### src/rtl/mem_arb_pkg.sv
// Shared types for the two-to-one memory port arbiter: FSM states, owner
// encoding, tag/counter widths and the conflict-resolution helper.
package mem_arb_pkg;

   localparam int TAG_W = 11;
   localparam int CNT_W = 16;

   typedef enum logic [1:0] {
      ST_IDLE  = 2'd0,
      ST_REQ   = 2'd1,
      ST_RESP  = 2'd2,
      ST_LOCAL = 2'd3
   } arb_state_e;

   typedef enum logic {
      OWNER_I = 1'b0,
      OWNER_D = 1'b1
   } owner_e;

   // On a conflict with round-robin enabled, the side not granted last wins.
   function automatic owner_e pick_owner(input logic   i_d_req,
                                         input logic   i_i_req,
                                         input logic   i_rr,
                                         input owner_e i_last);
      if (!i_d_req) return OWNER_I;
      if (!i_i_req || !i_rr) return OWNER_D;
      return (i_last == OWNER_I) ? OWNER_D : OWNER_I;
   endfunction

endpackage

### src/rtl/mem_port_arb.sv
// Arbitrates the instruction-fetch and data ports onto one memory port,
// one transaction at a time, with local maintenance acks and a response watchdog.
module mem_port_arb
   import mem_arb_pkg::*;
#(
   parameter int ROUND_ROBIN    = 1,
   parameter int TIMEOUT_CYCLES = 0
) (
   input  logic             clk_i,
   input  logic             rst_i,
   input  logic             mem_i_rd_i,
   input  logic [31:0]      mem_i_pc_i,
   input  logic             mem_i_flush_i,
   input  logic             mem_i_invalidate_i,
   output logic             mem_i_accept_o,
   output logic             mem_i_valid_o,
   output logic             mem_i_error_o,
   output logic [31:0]      mem_i_inst_o,
   input  logic [31:0]      mem_d_addr_i,
   input  logic [31:0]      mem_d_data_wr_i,
   input  logic             mem_d_rd_i,
   input  logic [3:0]       mem_d_wr_i,
   input  logic             mem_d_cacheable_i,
   input  logic [TAG_W-1:0] mem_d_req_tag_i,
   input  logic             mem_d_invalidate_i,
   input  logic             mem_d_writeback_i,
   input  logic             mem_d_flush_i,
   output logic             mem_d_accept_o,
   output logic             mem_d_ack_o,
   output logic             mem_d_error_o,
   output logic [31:0]      mem_d_data_rd_o,
   output logic [TAG_W-1:0] mem_d_resp_tag_o,
   output logic             ext_rd_o,
   output logic [3:0]       ext_wr_o,
   output logic [31:0]      ext_addr_o,
   output logic [31:0]      ext_data_wr_o,
   input  logic             ext_accept_i,
   input  logic             ext_ack_i,
   input  logic             ext_error_i,
   input  logic [31:0]      ext_data_rd_i
);

   localparam logic             LP_RR      = (ROUND_ROBIN != 0);
   localparam logic             LP_WDOG_EN = (TIMEOUT_CYCLES > 0);
   localparam logic [CNT_W-1:0] LP_TO_LAST = (TIMEOUT_CYCLES > 0) ?
                                             CNT_W'(TIMEOUT_CYCLES - 1) : '0;

   arb_state_e       r_state;
   owner_e           r_owner;
   owner_e           r_last;
   logic [TAG_W-1:0] r_tag;
   logic [CNT_W-1:0] r_cnt;
   logic             r_ext_rd;
   logic [3:0]       r_ext_wr;
   logic [31:0]      r_ext_addr;
   logic [31:0]      r_ext_wdata;
   logic             r_i_valid;
   logic             r_i_err;
   logic [31:0]      r_i_inst;
   logic             r_d_ack;
   logic             r_d_err;
   logic [31:0]      r_d_rdata;
   logic [TAG_W-1:0] r_d_tag;

   logic             w_d_maint;
   logic             w_d_xfer;
   logic             w_d_req;
   logic             w_i_req;
   logic             w_idle;
   logic             w_grant;
   owner_e           w_win;
   logic             w_timeout;
   logic             w_rsp_fire;
   logic             w_rsp_err;
   logic [31:0]      w_rsp_data;
   logic             w_unused;

   assign w_d_maint = mem_d_invalidate_i | mem_d_writeback_i | mem_d_flush_i;
   assign w_d_xfer  = mem_d_rd_i | (|mem_d_wr_i);
   assign w_d_req   = w_d_xfer | w_d_maint;
   assign w_i_req   = mem_i_rd_i;

   // Accepts are combinational so the winner's request is consumed in the grant cycle.
   assign w_idle         = (r_state == ST_IDLE) & ~rst_i;
   assign w_grant        = w_idle & (w_d_req | w_i_req);
   assign w_win          = pick_owner(w_d_req, w_i_req, LP_RR, r_last);
   assign mem_d_accept_o = w_grant & (w_win == OWNER_D);
   assign mem_i_accept_o = w_grant & (w_win == OWNER_I);

   // A real ack in the expiry cycle takes precedence over the watchdog.
   assign w_timeout  = LP_WDOG_EN & (r_cnt == LP_TO_LAST);
   assign w_rsp_fire = ext_ack_i | w_timeout;
   assign w_rsp_err  = ext_ack_i ? ext_error_i : 1'b1;
   assign w_rsp_data = ext_ack_i ? ext_data_rd_i : 32'h0;

   assign w_unused = ^{mem_i_flush_i, mem_i_invalidate_i, mem_d_cacheable_i,
                       mem_i_pc_i[1:0], mem_d_addr_i[1:0]};

   always_ff @(posedge clk_i or posedge rst_i) begin
      if (rst_i) begin
         r_state     <= ST_IDLE;
         r_owner     <= OWNER_I;
         r_last      <= OWNER_I;
         r_tag       <= '0;
         r_cnt       <= '0;
         r_ext_rd    <= 1'b0;
         r_ext_wr    <= 4'h0;
         r_ext_addr  <= 32'h0;
         r_ext_wdata <= 32'h0;
         r_i_valid   <= 1'b0;
         r_i_err     <= 1'b0;
         r_i_inst    <= 32'h0;
         r_d_ack     <= 1'b0;
         r_d_err     <= 1'b0;
         r_d_rdata   <= 32'h0;
         r_d_tag     <= '0;
      end else begin
         r_i_valid <= 1'b0;
         r_d_ack   <= 1'b0;
         case (r_state)
            ST_IDLE: begin
               if (w_grant) begin
                  r_owner <= w_win;
                  r_last  <= w_win;
                  if (w_win == OWNER_D) begin
                     r_tag       <= mem_d_req_tag_i;
                     r_ext_addr  <= {mem_d_addr_i[31:2], 2'b00};
                     r_ext_wdata <= mem_d_data_wr_i;
                     if (w_d_xfer) begin
                        r_ext_rd <= mem_d_rd_i;
                        r_ext_wr <= mem_d_wr_i;
                        r_state  <= ST_REQ;
                     end else begin
                        r_state  <= ST_LOCAL;
                     end
                  end else begin
                     r_tag       <= '0;
                     r_ext_addr  <= {mem_i_pc_i[31:2], 2'b00};
                     r_ext_wdata <= 32'h0;
                     r_ext_rd    <= 1'b1;
                     r_ext_wr    <= 4'h0;
                     r_state     <= ST_REQ;
                  end
               end
            end
            ST_REQ: begin
               if (ext_accept_i) begin
                  r_ext_rd <= 1'b0;
                  r_ext_wr <= 4'h0;
                  r_cnt    <= '0;
                  r_state  <= ST_RESP;
               end
            end
            ST_RESP: begin
               if (w_rsp_fire) begin
                  if (r_owner == OWNER_D) begin
                     r_d_ack   <= 1'b1;
                     r_d_err   <= w_rsp_err;
                     r_d_rdata <= w_rsp_data;
                     r_d_tag   <= r_tag;
                  end else begin
                     r_i_valid <= 1'b1;
                     r_i_err   <= w_rsp_err;
                     r_i_inst  <= w_rsp_data;
                  end
                  r_state <= ST_IDLE;
               end else begin
                  r_cnt <= r_cnt + 1'b1;
               end
            end
            ST_LOCAL: begin
               r_d_ack <= 1'b1;
               r_d_err <= 1'b0;
               r_d_tag <= r_tag;
               r_state <= ST_IDLE;
            end
            default: r_state <= ST_IDLE;
         endcase
      end
   end

   assign ext_rd_o         = r_ext_rd;
   assign ext_wr_o         = r_ext_wr;
   assign ext_addr_o       = r_ext_addr;
   assign ext_data_wr_o    = r_ext_wdata;
   assign mem_i_valid_o    = r_i_valid;
   assign mem_i_error_o    = r_i_err;
   assign mem_i_inst_o     = r_i_inst;
   assign mem_d_ack_o      = r_d_ack;
   assign mem_d_error_o    = r_d_err;
   assign mem_d_data_rd_o  = r_d_rdata;
   assign mem_d_resp_tag_o = r_d_tag;

endmodule

### config.mk
export PLATFORM = sky130hd
export DESIGN_NAME = mem_port_arb
export DESIGN_NICKNAME = d
export VERILOG_FILES = /design/src/rtl/mem_arb_pkg.sv /design/src/rtl/mem_port_arb.sv
export SDC_FILE = /design/constraint.sdc
export NUM_CORES = 1
export LEC_CHECK = 0
export ABC_CLOCK_PERIOD_IN_PS = 6950
export CAP_MARGIN = 20
export CORE_UTILIZATION = 40
export DETAILED_ROUTE_END_ITERATION = 16
export PLACE_DENSITY = 0.86
export SLEW_MARGIN = 20
export SYNTH_ARGS = -nofsm -noshare
export SYNTH_HDL_FRONTEND = slang
export SYNTH_SLANG_ARGS = --single-unit
### constraint.sdc
create_clock -name clk_i -period 6.95 [get_ports clk_i]
set_input_delay 1.0425 -clock clk_i [delete_from_list [all_inputs] [get_ports clk_i]]
set_output_delay 1.0425 -clock clk_i [all_outputs]
set_load 0.02 [all_outputs]
[Word level (Yosys, flattened, before mapping)]
Cells that the tools add are included.
Operators by class
  equality and inequality tests: 8
  multiplexer cells: 37
  bitwise gates (word level): 12
  reductions and logical operators: 10
Operator list (number)
  $mux 32: 2
  $mux 11: 3
  $pmux 11 s2: 1
  $mux 1: 17
  $mux 4: 4
  $reduce_and 3->1: 4
  $mux 2: 5
  $ne 2x2->1 const B: 4
  $pmux 2 s4: 1
  $pmux 4 s2: 1
  $pmux 1 s2: 3
  $or 1x1->1: 5
  $and 1x1->1: 4
  $eq 2x2->1 const B: 2
  $reduce_and 4->1: 1
  $reduce_bool 2->1: 2
  $reduce_or 4->1: 1
  $ne 3x3->1 const B: 1
  $not 1->1: 3
  $eq 2x1->1 const B: 1
  $logic_not 2->1: 1
  $reduce_and 2->1: 1
Storage, ports and cells
  flip-flop bits (word level): 162
  input bits: 156
  output and inout port bits: 150

[Logic depth before layout (Yosys ltp)]
Gate-level depths: netlist of run 1.
  word-level depth: 10
  mapped depth: 7
  mapped depth without buffers: 4

[Worst setup path after synthesis of run 1]
Ideal clock, no wire load.
  path kind: input-to-reg
  start point: in rst_i
  end point: reg r_state[1]
  data arrival time: 5.108 ns
  data required time: 6.867 ns
  slack: 1.759 ns
  cell stages on the path: 4
  buffers on the path: 0
  cells stage by stage: inv_1 > nand4_1 > o32a_1 > o21ai_0
On the way
  longest elaborated chain between the ends: 5
Ends and longest elaborated chain
  start, declared: line mem_port_arb.sv:10  | input logic rst_i,
  $not 1->1: line mem_port_arb.sv:84  | assign w_idle = (r_state == ST_IDLE) & ~rst_i;
  $and 1x1->1: line mem_port_arb.sv:84
  $and 1x1->1: line mem_port_arb.sv:85  | assign w_grant = w_idle & (w_d_req | w_i_req);
  $ne 2x2->1 (no line)
  $reduce_and 3->1 (no line)
  end signal, assigned: line mem_port_arb.sv:101  | r_state <= ST_IDLE;
  end signal, assigned: line mem_port_arb.sv:132  | r_state <= ST_REQ;
  end signal, assigned: line mem_port_arb.sv:134  | r_state <= ST_LOCAL;
  end, declared: line mem_port_arb.sv:48  | arb_state_e r_state;
No other way between the ends.
A chain may end at the register's enable or synchronous reset.

[Worst setup path after layout of run 1]
  start point: in mem_d_wr_i[0]
  end point: out mem_d_accept_o
On the way
  longest elaborated chain between the ends: 6
Ends and longest elaborated chain
  start, declared: line mem_port_arb.sv:22  | input logic [3:0] mem_d_wr_i,
  $reduce_or 4->1 (*): line mem_port_arb.sv:79  | assign w_d_xfer = mem_d_rd_i | (|mem_d_wr_i);
  $or 1x1->1 (*): line mem_port_arb.sv:79
  $or 1x1->1 (*): line mem_port_arb.sv:80  | assign w_d_req = w_d_xfer | w_d_maint;
  $or 1x1->1: line mem_port_arb.sv:85
  $and 1x1->1: line mem_port_arb.sv:85
  $and 1x1->1 (*): line mem_port_arb.sv:87  | assign mem_d_accept_o = w_grant & (w_win == OWNER_D);
  end, declared: line mem_port_arb.sv:28  | output logic mem_d_accept_o,
Mark *: on every way between the ends. The rest lies on a longest branch, timed or not.

==> impl_metrics.json, run 1 <==
{
  "holdPathStages": 1,
  "synth_compound_area_share_pct": 12.63,
  "r2r_setup_slack_ns": 4.78,
  "finalSetupViolCount": 0,
  "vdd_drop_max_mv": 0.2454,
  "powerDensity_mw_per_mm2": 487.1,
  "clk_path_buf_depth": 2,
  "postRouteAntennaNets": 0,
  "post-route-min-period_ns": 4.798,
  "grt_max_degree": 86,
  "yosysUniqueCellTypes": 32,
  "regArea_mm2": 0.004004,
  "synth_ff_type": "dfrtp_1",
  "tns_ns": 0,
  "die_y_um": 126.6,
  "cts_tree": "built",
  "finalWirelength_um": 16950,
  "layout.cells.non_filler": 917,
  "first_global_vias": 5040,
  "drv_slew": 0,
  "nFillCells": 1061,
  "timing.hold.ws_ns": 0.5034,
  "grt_overflow": 0,
  "vias_per_cell": 5.231,
  "clock_latency_ns": 0.42,
  "synth_area_per_cell_um2": 14.54,
  "hold_path_class": "reg -> reg",
  "drtIter0Drc": 192,
  "rsz0062_at_grt": "false",
  "initial_utilization_pct": 40.85,
  "drc_errors": 0,
  "skew_ns": 0.006846,
  "worstRegToRegCells": 4,
  "row_count": 45,
  "worst_pin_slew_ns": 0.7977,
  "gp_congestion": 0.8062,
  "wl_per_cell_um": 18.49,
  "synth_edf_count": 0,
  "ys_ff_latch": 160,
  "hold_start": "ext_data_wr_o[9]$_DFFE_PP0P_",
  "synth-xor-area-share_pct": 0,
  "cts_htree_levels": 4,
  "finalNetCount": 872,
  "arrival_ns": 3.76,
  "finalCritPeriodShare_pct": 69.03,
  "mostFrequentLayoutCells": "clkdlybuf4s50_1 (296), dfrtp_1 (160), mux2_2 (76), a22o_1 (43)",
  "cts.sinks": 160,
  "hold_viol": 0,
  "cts_resized": 0,
  "antenna_cells": 0,
  "clockRootBuffer": "clkbuf_16",
  "r2r_end": "ext_data_wr_o[26]$_DFFE_PP0P_",
  "vias": 4797,
  "syn-cell-area_mm2": 0.006210,
  "drive_gt1_share_pct": 16.60,
  "numCtsBuffers": 17,
  "drt-pass1-iter-count": 5,
  "cp_max_fo": 74,
  "max_slew_margin_pct": 46.82,
  "pin_count": 306,
  "post_cts_buffers": 0,
  "fp.dieArea_mm2": 0.01603,
  "yosysSeqAreaShare_pct": 64.48,
  "yosysWarnings": 0,
  "grt.total_usage_pct": 21.66,
  "yosys.area_share.adder_pct": 0,
  "drv_cap": 0,
  "clk_pin_slew_worst_paths_ns": 0.06,
  "crit_path_end_kind": "output port",
  "holdBufCountCts": 0,
  "core_mm2": 0.01520,
  "port_buffers": 296,
  "hpwl_um": 11680,
  "yosys-mux-area-fraction_pct": 14.10,
  "status": "complete, no violations",
  "path_class": "in -> out",
  "start_kind": "input port",
  "cp.required_ns": 5.91,
  "synth-simple-area-share_pct": 5.138,
  "antenna_found_initial": 0,
  "max_freq_ghz": 0.2084,
  "reg2reg_from": "r_state[0]$_DFFE_PP0P_",
  "power_leakage_nw": 4.398,
  "synthCells": 427,
  "die_w_um": 126.6,
  "hold_end": "ext_data_wr_o[9]$_DFFE_PP0P_",
  "dp_cells": 885,
  "final_common_cell": "clkdlybuf4s50_1",
  "grt_pass1_wl_um": 26570,
  "synth-async-reset-ratio_pct": 100.0,
  "multi_input_area_mm2": 0.002016,
  "area_delta_synth_final_pct": 60.12,
  "synth_top_family_by_area": "multiplexers"
}
==> cell families after synthesis <==
group | Yosys count
compound gates | 90
buf+inv | 44
flops | 160
mux | 78
other cells | 1
simple gates | 54
==> cell usage after synthesis, drive strengths merged, types with 3 or more instances <==
cell    number  area share (%)
dfrtp      160              64
mux2        76              14
a22o        43             6.1
and3        31             3.1
a221o       30             4.8
buf         18             2.0
clkbuf      16            0.97
inv         10            0.60
nand2       10            0.60
o21ai        5            0.40
o22ai        4            0.40
or3          3            0.30
==> how the worst max path moves through the flow <==
stage / start / endpoint / slack, ns / cells past startpoint
final: mem_d_wr_i[0] / mem_d_accept_o / 2.15 / 6
after global routing: mem_d_wr_i[0] / mem_d_accept_o / 2.10 / 6
after CTS: mem_d_wr_i[0] / mem_d_accept_o / 2.16 / 6
after detailed placement: mem_d_wr_i[0] / mem_d_accept_o / 2.17 / 6
after global placement: mem_d_wr_i[0] / mem_d_accept_o / 2.19 / 6
after floorplan: rst_i / ext_addr_o[10]$_DFFE_PP0P_ / 1.57 / 1
==> worst max-delay path, stage by stage <==
cell	delay (ns)
clkdlybuf4s50_1	0.43
or4_4	0.58
or3_1	0.45
and3_2	0.23
buf_4	0.32
clkdlybuf4s50_1	0.64
==> cell type report <==
class | count | area share [%]
Clock buffer | 20 | 4.492
Inverter | 10 | 0.4278
Tap cell | 188 | 2.366
Multi-Input combinational cell | 224 | 20.27
Timing Repair Buffer | 303 | 30.36
Sequential cell | 160 | 40.27
Clock inverter | 12 | 1.812
==> per-stage QoR <==
step                      utilization [%]  cell area (um2)  worst slack [ns]  total power [mW]
after CTS                           65.38             9940             2.161             4.880
final                               65.41             9943             2.152             4.844
after global placement              61.26             9313             2.194             3.789
after floorplan                         -             6213             1.568             2.769
after detailed placement            61.26             9313             2.167             3.864
after global routing                65.41             9943             2.098             5.076
==> where the power goes <==
part           leakage (nW)  switching [mW]  internal, mW
sequential             2.01           0.261          1.38
combinational          2.08            1.05          1.16
clock                 0.301           0.383         0.614
==> registers in the layout, indices dropped and copies added (netlist names), 2 cells and up <==
signal / count
ext_addr_o: 30
ext_data_wr_o: 32
ext_wr_o: 4
mem_d_data_rd_o: 32
mem_d_resp_tag_o: 11
mem_i_inst_o: 32
r_state: 2
r_tag: 11
==> routing by layer <==
layer	global-route usage (%)	up-vias	routed length, um
met5	0	-	0
met4	9.851	0	459
met3	6.706	33	1387
met2	36.04	238	8236
met1	25.81	2354	6867
li1	-	2172	-
(Power assumes the default switching activity.)
==> inputs of run 2 (changes only) <==
ABC_CLOCK_PERIOD_IN_PS = 4200   (was 6950)
CORE_UTILIZATION = 37   (was 40)
PLACE_DENSITY = 0.83   (was 0.86)
clock period = 4.2 ns   (was 6.95 ns; I/O delays follow)
==> run 2 against run 1 <==
Compared with the run above: core utilization is 3.7 points lower; count of clock-buffer cells in the layout is 2 lower; largest power group unchanged; highest routed layer unchanged; worst hold slack worse by 0.017 ns; largest cell class unchanged; sequential share of layout area hardly changed; combinational power is 66% higher; die area is 8.0% higher; register-to-register slack worse by 2.8 ns.
==> impl_metrics.json, run 2 (synthesized netlist as in run 1, its figures left out) <==
{
  "powerDensity_mw_per_mm2": 795.1,
  "cts_htree_levels": 4,
  "cts.sinks": 160,
  "r2r_setup_slack_ns": 1.99,
  "mostFrequentLayoutCells": "clkdlybuf4s50_1 (296), dfrtp_1 (160), mux2_2 (76), a22o_1 (43)",
  "post-route-min-period_ns": 3.530,
  "slowest_stage": "or4_4",
  "crit_path_end_kind": "output port",
  "hold_end": "mem_d_error_o$_DFFE_PP0P_",
  "wl_per_cell_um": 18.33,
  "cp.required_ns": 3.57,
  "final_common_cell": "clkdlybuf4s50_1",
  "use_met2_pct": 34.95,
  "holdBufCountCts": 0,
  "path_cells": "clkdlybuf4s50_1 -> or4_4 -> or3_1 -> and3_2 -> clkdlybuf4s50_1",
  "finalNetCount": 872,
  "gp_congestion": 0.8258,
  "gr-max-usage-layer": "met2",
  "cp_max_fo": 5,
  "status": "complete, no violations",
  "power_leakage_nw": 4.384,
  "grtUsageMet3_pct": 6.019,
  "hold_viol": 0,
  "final_util_pct": 61.69,
  "core_mm2": 0.01612,
  "drt-pass1-iter-count": 4,
  "drive_gt1_share_pct": 16.74,
  "vias": 4799,
  "crit_top_cell": "clkdlybuf4s50_1",
  "clk_path_buf_depth": 2,
  "r2r_end": "ext_addr_o[27]$_DFFE_PP0P_",
  "max_slew_margin_pct": 44.19,
  "hpwl_um": 12120,
  "clk_pin_slew_worst_paths_ns": 0.06,
  "skew_ns": 0.007027,
  "worstRegToRegCells": 4,
  "port_buffers": 296,
  "rsz0062_at_grt": "false",
  "antenna_cells": 0,
  "grt.total_usage_pct": 20.57,
  "grt_pass1_wl_um": 27540,
  "pin_count": 306,
  "holdPathStages": 2,
  "numCtsBuffers": 17,
  "drv_cap": 0,
  "die_w_um": 131.6,
  "met1_usage_pct": 24.28,
  "critical_path.max_stage_delay_ns": 0.58,
  "total_power_mw": 7.905,
  "cts_tree": "built",
  "hold_start": "mem_d_error_o$_DFFE_PP0P_",
  "clock_latency_ns": 0.41,
  "path_class": "in -> out",
  "first_global_vias": 5060,
  "worst_pin_slew_ns": 0.8372,
  "grt_overflow": 0,
  "antenna_found_initial": 0,
  "timing.hold.ws_ns": 0.4862,
  "clockRootBuffer": "clkbuf_16",
  "arrival_ns": 2.90,
  "initial_utilization_pct": 38.53,
  "area_delta_synth_final_pct": 60.10,
  "drc_errors": 0,
  "finalSetupViolCount": 0,
  "drv_slew": 0,
  "drtIter0Drc": 183,
  "vias_per_cell": 5.078,
  "finalCritPeriodShare_pct": 84.04,
  "grt_max_degree": 161,
  "postRouteAntennaNets": 0,
  "post_cts_buffers": 0,
  "cts_resized": 0,
  "hold_path_class": "reg -> reg",
  "reg2reg_from": "r_state[0]$_DFFE_PP0P_",
  "finalWirelength_um": 17330,
  "vdd_drop_max_mv": 0.3902,
  "max_freq_ghz": 0.2833,
  "row_count": 46,
  "start_kind": "input port",
  "fp.dieArea_mm2": 0.01731,
  "die_y_um": 131.6,
  "tns_ns": 0
}
run 2: final cells by class:
| class | instances | area (um2) |
|---|---|---|
| clock inverters | 14 | 153.9 |
| inverters | 10 | 41.29 |
| fillers | 1176 | 6173 |
| clock buffers | 18 | 429.2 |
| multi-input cells | 224 | 2016 |
| repair buffers | 303 | 3028 |
| flip-flops and latches | 160 | 4004 |
| well taps | 216 | 270.3 |
run 2: stage by stage:
step           worst slack, ns  instance area (um2)  std cells
2_1_floorplan           0.5700                 6217        428
3_3_place_gp            0.6655                 9359        913
3_5_place_dp            0.6558                 9359        913
4_1_cts                 0.6457                 9942        945
5_1_grt                 0.6226                 9942        945
6_report                0.6703                 9942        945
run 2: routing by layer:
| layer | routed length [um] | share of wire, % | up-vias |
|---|---|---|---|
| met4 | 342 | 2.0 | 0 |
| met3 | 1196 | 6.9 | 29 |
| met2 | 8700 | 50 | 239 |
| li1 | - | - | 2174 |
| met5 | 0 | 0 | - |
| met1 | 7085 | 41 | 2357 |
run 2: how the worst max path moves through the flow:
stage | from | endpoint | slack (ns) | cells after the start
detailed placement | mem_d_rd_i | mem_d_accept_o | 0.66 | 5
floorplan | rst_i | r_state[1]$_DFFE_PP0P_ | 0.57 | 4
global placement | mem_d_rd_i | mem_d_accept_o | 0.67 | 5
CTS | mem_d_rd_i | mem_d_accept_o | 0.65 | 5
finish | mem_d_rd_i | mem_d_accept_o | 0.67 | 5
global route | mem_d_rd_i | mem_d_accept_o | 0.62 | 5
run 2: critical path: cells and delay by family:
family / cells / cell delay (ns)
buffers and inverters: 2 / 1.01
and+or+nand+nor: 3 / 1.27
run 2: where the power goes:
| group | leakage [nW] | switching, mW | total [mW] | internal, mW |
|---|---|---|---|---|
| clock | 0.289 | 0.638 | 1.52 | 0.886 |
| sequential | 2.01 | 0.437 | 2.71 | 2.28 |
| combinational | 2.08 | 1.75 | 3.67 | 1.92 |
| total | 4.38 | 2.82 | 7.90 | 5.08 |
